==> config.mk <==
export PLATFORM = sky130hd
export DESIGN_NAME = codestream_bram_reader
export DESIGN_NICKNAME = d
export VERILOG_FILES = /design/src/rtl/jpeg_stream_pkg.sv /design/src/rtl/word_byte_serializer.sv /design/src/rtl/codestream_bram_reader.sv
export SDC_FILE = /design/constraint.sdc
export NUM_CORES = 1
export LEC_CHECK = 0
export CAP_MARGIN = 20
export CELL_PAD_IN_SITES_DETAIL_PLACEMENT = 1
export CELL_PAD_IN_SITES_GLOBAL_PLACEMENT = 1
export CORE_MARGIN = 2
export CORE_UTILIZATION = 36
export CTS_CLUSTER_DIAMETER = 150
export DETAILED_ROUTE_END_ITERATION = 10
export PLACE_DENSITY = 0.85
export SLEW_MARGIN = 10
export SYNTH_ARGS = -nofsm -noshare
export SYNTH_HDL_FRONTEND = slang
export SYNTH_SLANG_ARGS = --single-unit
==> constraint.sdc <==
create_clock -name clk_100 -period 2.2 [get_ports clk_100]
set_input_delay 0.66 -clock clk_100 [delete_from_list [all_inputs] [get_ports clk_100]]
set_output_delay 0.66 -clock clk_100 [all_outputs]
set_load 0.1 [all_outputs]
==> src/rtl/jpeg_stream_pkg.sv <==
`default_nettype none
// +----------------------------------------------------------------------+
// | jpeg_stream_pkg : shared types/constants for codestream readout      |
// | Rev 1.0                                                              |
// +----------------------------------------------------------------------+
package jpeg_stream_pkg;

  localparam int DEF_ADDR_W = 32;
  localparam int DEF_CNT_W  = 16;

  localparam logic [7:0] MARK_FF     = 8'hFF;
  localparam logic [7:0] MARK_EOC_LO = 8'hD9;

  typedef enum logic [2:0] {
    ST_IDLE  = 3'd0,
    ST_ISSUE = 3'd1,
    ST_WAIT  = 3'd2,
    ST_LOAD  = 3'd3,
    ST_SHIFT = 3'd4,
    ST_FIN   = 3'd5
  } state_e;

  function automatic logic is_eoc(input logic [7:0] prev, input logic [7:0] cur);
    return (prev == MARK_FF) && (cur == MARK_EOC_LO);
  endfunction

endpackage
`default_nettype wire

==> src/rtl/word_byte_serializer.sv <==
`default_nettype none
// +----------------------------------------------------------------------+
// | word_byte_serializer : 32-bit word to MSB-first valid/ready bytes    |
// | Rev 1.0                                                              |
// +----------------------------------------------------------------------+
module word_byte_serializer (
  input  logic        clk_i,
  input  logic        rst_i,
  input  logic        load_i,
  input  logic [31:0] word_i,
  input  logic        flush_i,
  input  logic        ready_i,
  output logic [7:0]  data_o,
  output logic        valid_o,
  output logic        fire_o,
  output logic        last_o
);

  logic [31:0] sr_q,    sr_d;
  logic        valid_q, valid_d;
  logic [1:0]  idx_q,   idx_d;
  logic        last_q,  last_d;

  assign fire_o  = valid_q & ready_i;
  assign data_o  = sr_q[31:24];
  assign valid_o = valid_q;
  assign last_o  = last_q;

  always_comb begin
    sr_d    = sr_q;
    valid_d = valid_q;
    idx_d   = idx_q;
    last_d  = 1'b0;
    if (flush_i) begin
      sr_d    = '0;
      valid_d = 1'b0;
      idx_d   = '0;
    end else if (load_i) begin
      sr_d    = word_i;
      valid_d = 1'b1;
      idx_d   = '0;
    end else if (fire_o) begin
      sr_d  = {sr_q[23:0], 8'h00};
      idx_d = idx_q + 2'd1;
      // last_o is a registered pulse the cycle after the 4th byte leaves
      if (idx_q == 2'd3) begin
        valid_d = 1'b0;
        last_d  = 1'b1;
      end
    end
  end

  always_ff @(posedge clk_i) begin
    if (rst_i) begin
      sr_q    <= '0;
      valid_q <= 1'b0;
      idx_q   <= '0;
      last_q  <= 1'b0;
    end else begin
      sr_q    <= sr_d;
      valid_q <= valid_d;
      idx_q   <= idx_d;
      last_q  <= last_d;
    end
  end

endmodule
`default_nettype wire

==> src/rtl/codestream_bram_reader.sv <==
`default_nettype none
// +----------------------------------------------------------------------+
// | codestream_bram_reader : BRAM port B words -> MSB-first byte stream  |
// | Optional EOC early stop: define CODESTREAM_EOC_STOP_EN               |
// | Rev 1.0                                                              |
// +----------------------------------------------------------------------+
module codestream_bram_reader
  import jpeg_stream_pkg::*;
#(
  parameter int ADDR_W = DEF_ADDR_W,
  parameter int CNT_W  = DEF_CNT_W,
  parameter int RD_LAT = 1
) (
  input  logic              clk_100,
  input  logic              rst,
  input  logic              start,
  input  logic [ADDR_W-1:0] base_addr,
  input  logic [CNT_W-1:0]  word_count,
  output logic              bram_en,
  output logic [ADDR_W-1:0] bram_addr,
  input  logic [31:0]       bram_dout,
  output logic [7:0]        byte_data,
  output logic              byte_valid,
  input  logic              byte_ready,
  output logic              busy,
  output logic              done,
`ifdef CODESTREAM_EOC_STOP_EN
  output logic              eoc_seen,
`endif
  output logic [CNT_W+1:0]  bytes_sent
);

  localparam logic [1:0] WAIT_INIT = 2'((RD_LAT > 2) ? (RD_LAT - 2) : 0);

  state_e            state_q;
  logic [ADDR_W-1:0] addr_q;
  logic [CNT_W-1:0]  remain_q;
  logic [1:0]        wait_q;
  logic              bram_en_q;
  logic              busy_q;
  logic              done_q;
  logic [CNT_W+1:0]  sent_q;
  logic              fire;
  logic              last_byte;
  logic              eoc_hit;
  logic              start_acc;

  assign start_acc  = (state_q == ST_IDLE) && start;
  assign bram_en    = bram_en_q;
  assign bram_addr  = addr_q;
  assign busy       = busy_q;
  assign done       = done_q;
  assign bytes_sent = sent_q;

  word_byte_serializer u_ser (
    .clk_i   (clk_100),
    .rst_i   (rst),
    .load_i  (state_q == ST_LOAD),
    .word_i  (bram_dout),
    .flush_i (eoc_hit),
    .ready_i (byte_ready),
    .data_o  (byte_data),
    .valid_o (byte_valid),
    .fire_o  (fire),
    .last_o  (last_byte)
  );

`ifdef CODESTREAM_EOC_STOP_EN
  logic [7:0] prev_q;
  logic       eoc_q;

  assign eoc_hit  = fire && is_eoc(prev_q, byte_data);
  assign eoc_seen = eoc_q;

  always_ff @(posedge clk_100) begin
    if (rst) begin
      prev_q <= '0;
      eoc_q  <= 1'b0;
    end else if (start_acc) begin
      prev_q <= '0;
      eoc_q  <= 1'b0;
    end else if (fire) begin
      prev_q <= byte_data;
      if (eoc_hit) eoc_q <= 1'b1;
    end
  end
`else
  assign eoc_hit = 1'b0;
`endif

  always_ff @(posedge clk_100) begin
    if (rst) begin
      state_q   <= ST_IDLE;
      addr_q    <= '0;
      remain_q  <= '0;
      wait_q    <= '0;
      bram_en_q <= 1'b0;
      busy_q    <= 1'b0;
      done_q    <= 1'b0;
      sent_q    <= '0;
    end else begin
      bram_en_q <= 1'b0;
      done_q    <= 1'b0;
      if (fire) sent_q <= sent_q + (CNT_W+2)'(1);
      case (state_q)
        ST_IDLE: begin
          // busy stays up through the done cycle and drops after it
          busy_q <= 1'b0;
          if (start) begin
            busy_q   <= 1'b1;
            addr_q   <= base_addr & ~ADDR_W'(3);
            remain_q <= word_count;
            sent_q   <= '0;
            if (word_count == '0) begin
              state_q <= ST_FIN;
            end else begin
              state_q   <= ST_ISSUE;
              bram_en_q <= 1'b1;
            end
          end
        end
        ST_ISSUE: begin
          wait_q  <= WAIT_INIT;
          state_q <= (RD_LAT == 1) ? ST_LOAD : ST_WAIT;
        end
        ST_WAIT: begin
          if (wait_q == '0) state_q <= ST_LOAD;
          else              wait_q  <= wait_q - 2'd1;
        end
        ST_LOAD: state_q <= ST_SHIFT;
        ST_SHIFT: begin
          if (eoc_hit) begin
            state_q <= ST_FIN;
          end else if (last_byte) begin
            remain_q <= remain_q - CNT_W'(1);
            addr_q   <= addr_q + ADDR_W'(4);
            if (remain_q == CNT_W'(1)) begin
              state_q <= ST_FIN;
            end else begin
              state_q   <= ST_ISSUE;
              bram_en_q <= 1'b1;
            end
          end
        end
        ST_FIN: begin
          done_q  <= 1'b1;
          state_q <= ST_IDLE;
        end
        default: state_q <= ST_IDLE;
      endcase
    end
  end

endmodule
`default_nettype wire

==> key figures <==
Run status
  – Status: complete, but fails checks
  – Failing checks: negative setup slack

Layout
  – Fin area: 8340 um^2
  – Area delta synth->final: 45.1%
  – Final Non-Filler Cells: roughly 1.1k
  – Filler Cell Count: 1918
  – Antenna fix cells: 0
  – Nets: 1008
  – Share of cells above drive strength 1: 0.223

Placement
  – PortBufs: 141
  – Detail Placement HPWL: 14400 um
  – Placed insts: 1122
  – Dpl ws: -0.411 ns
  – DP Area: 8010 um^2
  – Gpl congestion: about 0.86

Yosys
  – Share of Yosys cell area claimed by the top area cell type: 0.376
  – Mapped cell area: 5750 um^2
  – Post-synth ARST share: 0
  – Ranking of synthesized cells by area: dfxtp_1 38%, nand2_1 7.4%, nor2_1 6.3%, nand3_1 4.4%, a311oi_1 4.0%
  – Top post-synthesis cells by count: 114 x nand2_1, 108 x dfxtp_1, 97 x nor2_1
  – Post-Synthesis Cells: 754
  – Mean post-synth cell area: 7.63 um^2
  – Library cells used by synthesis: 71
  – Main synth FF type: dfxtp_1
  – Post-synthesis register bit count: 108
  – Synth area leader: dfxtp_1
  – Seq/Total Area, Yosys: 0.376
  – Most common cell in the synthesized netlist: nand2_1
  – YS warnings: 0
  – Post-synth EDFFs: 0

Pwr
  – Share of total power in combinational logic: 0.346
  – Share of power burned in registers: 0.386
  – Pwr Density: 730 nW/um^2
  – Switching part of the total: 0.389
  – Power after layout: 6.09 mW
  – Psw: 2.37 mW
  – Clk pwr share: 0.268
  – VDD IR max: 0.416 mV
  – P_leak: 3.09 nW
  – Internal power: 3.72 mW

Route
  – DRC viols: 0
  – Vias per cell: 5.47
  – 1st-iter DRT viols: 273
  – Final ANT Viol Nets: 0
  – Vias: approximately 6.2k
  – WL/cell: 17.1 um
  – WL final: 19500 um
  – Initial DRT Pass Iterations: 4

STA
  – Worst Slack Setup Final: -0.0382 ns
  – Fin crit period: 2.24 ns
  – Slew Limit Fails: 0
  – RSZ-0062 raised after global routing: true
  – Clk_skew: 0.0110 ns
  – Fmax achieved: ~450 MHz
  – Endpoints failing hold: 0
  – Slew headroom: 0.586
  – Fin crit share: 1.02
  – Setup violators final: 1
  – Worst-Margin Slew: 0.615 ns
  – Worst hold margin: roughly 0.48 ns

Critical path
  – CP Max Fanout: 2
  – Reg-to-Reg Start: state_q[0]
  – WS Path Type: in -> reg
  – Crit path DAT: 2.52 ns
  – Reg2Reg Depth: 6
  – Worst setup EP type: register
  – Worst reg-to-reg setup slack: about 0.15 ns
  – Crit start category: primary input
  – Req. time, crit path: 2.49 ns
  – Reg2reg end: bram_addr[30]

Die
  – Core ar.: 15800 um^2
  – Ports: 146
  – Die ar.: ~17000 um^2
  – Initial Util: 0.365
  – Die width: 130 um
  – Die Y: about 130 um
  – Core Rows: 46

Hold path
  – Hold crit path type: reg -> reg
  – Hold_sp: u_ser.sr_q[1]
  – Hold path endpoint: u_ser.sr_q[1]
  – Hold path cells: 2

Clocking
  – Clock slew at reported path FFs: 0.08 ns
  – Clock buffer depth: 2
  – CTS root buf: clkbuf_16
  – Clock latency on the worst-skew pair: 0.36 ns
  – CTS sink count: between 100 and 150
  – TritonCTS buffer count: 9
  – CTS tree: built
  – Htree depth: 3

Global route
  – Largest net degree at the start of global routing: between 60 and 70
  – GR Overflow Total: 0
  – Vias in the first global route: 6480
  – Gr usage total: 0.233
  – Initial antenna violation count: 0
  – First-pass GRT wire length: 31800 um

Run
  – Max-Cap Viols: 0
worst max-delay path by stage:
stage	start	slack, ns	endpoint	cells past startpoint
6_report	word_count[10]	-0.04	state_q[2]	6
5_1_grt	word_count[6]	-0.07	state_q[2]	6
4_1_cts	word_count[14]	0.001	state_q[2]	6
3_5_place_dp	word_count[3]	-0.41	state_q[2]	6
3_3_place_gp	word_count[14]	-0.33	state_q[2]	6
2_1_floorplan	bram_addr[23]	0.002	bram_addr[31]	5
flip-flops by register name (all words and copies together) (netlist names):
signal         cells
bram_addr         30
bram_en            1
wait_q             2
remain_q          16
u_ser.idx_q        2
u_ser.sr_q        32
done               1
busy               1
state_q            3
u_ser.last_o       1
bytes_sent        18
u_ser.valid_o      1
worst max-delay path, cell delays in order:
cell and delay (ns):
clkdlybuf4s50_1 0.43, nor4_2 0.27, nand4_1 0.27, or4b_1 0.58
a21o_1 0.19, a21oi_1 0.12
repair_timing:
action,CTS,global route
setup buffers,0,1
hold buffers,0,0
pin swaps,4,3
resized for setup,6,5
setup endpoints to repair,1,3
kinds of logic after synthesis:
family                     Yosys count  synth area share
and+or+nand+nor                    380             0.323
buffers and inverters               74            0.0581
other                                1          0.000652
xor gates and xnor gates            18            0.0274
adders and majority gates            6            0.0131
AOI/OAI and AO/OA                  159             0.187
DFF                                108             0.376
muxes                                8            0.0146
per-stage QoR:
| stage | utilization | TNS [ns] |
|---|---|---|
| 2_1_floorplan | - | 0 |
| 5_1_grt | 0.529 | -0.0670 |
| 3_5_place_dp | 0.508 | -4.51 |
| 4_1_cts | 0.527 | 0 |
| 6_report | 0.529 | -0.0382 |
| 3_3_place_gp | 0.508 | -2.96 |
cells in the final DEF (no fill, tap or decap), types with 16 or more instances in the layout:
cell type	netlist	routed
buf_4	10	100
buf_12	0	34
a311oi_1	26	26
dfxtp_2	0	28
a21oi_1	39	39
clkdlybuf4s50_1	0	75
dfxtp_1	108	79
nand2_1	114	114
nor4_1	20	16
nand3_1	51	51
o21ai_0	25	25
nor2_1	97	97
nor3_1	20	19
layout make-up:
| type | count | area (um^2) | area share |
|---|---|---|---|
| Sequential cell | 108 | 2200 | 0.264 |
| Clock buffer | 9 | 225 | 0.0270 |
| Timing Repair Buffer | 215 | 2240 | 0.268 |
| Tap cell | 216 | 270 | 0.0324 |
| Inverter | 11 | 41.3 | 0.00495 |
| Multi-Input combinational cell | 573 | 3300 | 0.396 |
| Clock inverter | 7 | 63.8 | 0.00765 |
power by group through the flow:
| stage | Sequential, mW | Clock [mW] | Combinational (mW) |
|---|---|---|---|
| after global placement | 2.38 | 0 | 2.05 |
| after detailed placement | 2.39 | 0 | 2.10 |
| final | 2.35 | 1.63 | 2.11 |
| after global routing | 2.38 | 1.75 | 2.25 |
| after CTS | 2.34 | 1.67 | 2.11 |
| after floorplan | 2.84 | 0 | 0.810 |
layer usage:
metal,vias to the layer above,part of all wire,GRT usage
met5,-,0,0
met4,0,0.011,0.0645
met3,17,0.038,0.0407
met2,122,0.50,0.406
met1,3049,0.45,0.300
li1,3042,-,-
Power figures use the tool's default switching activity.
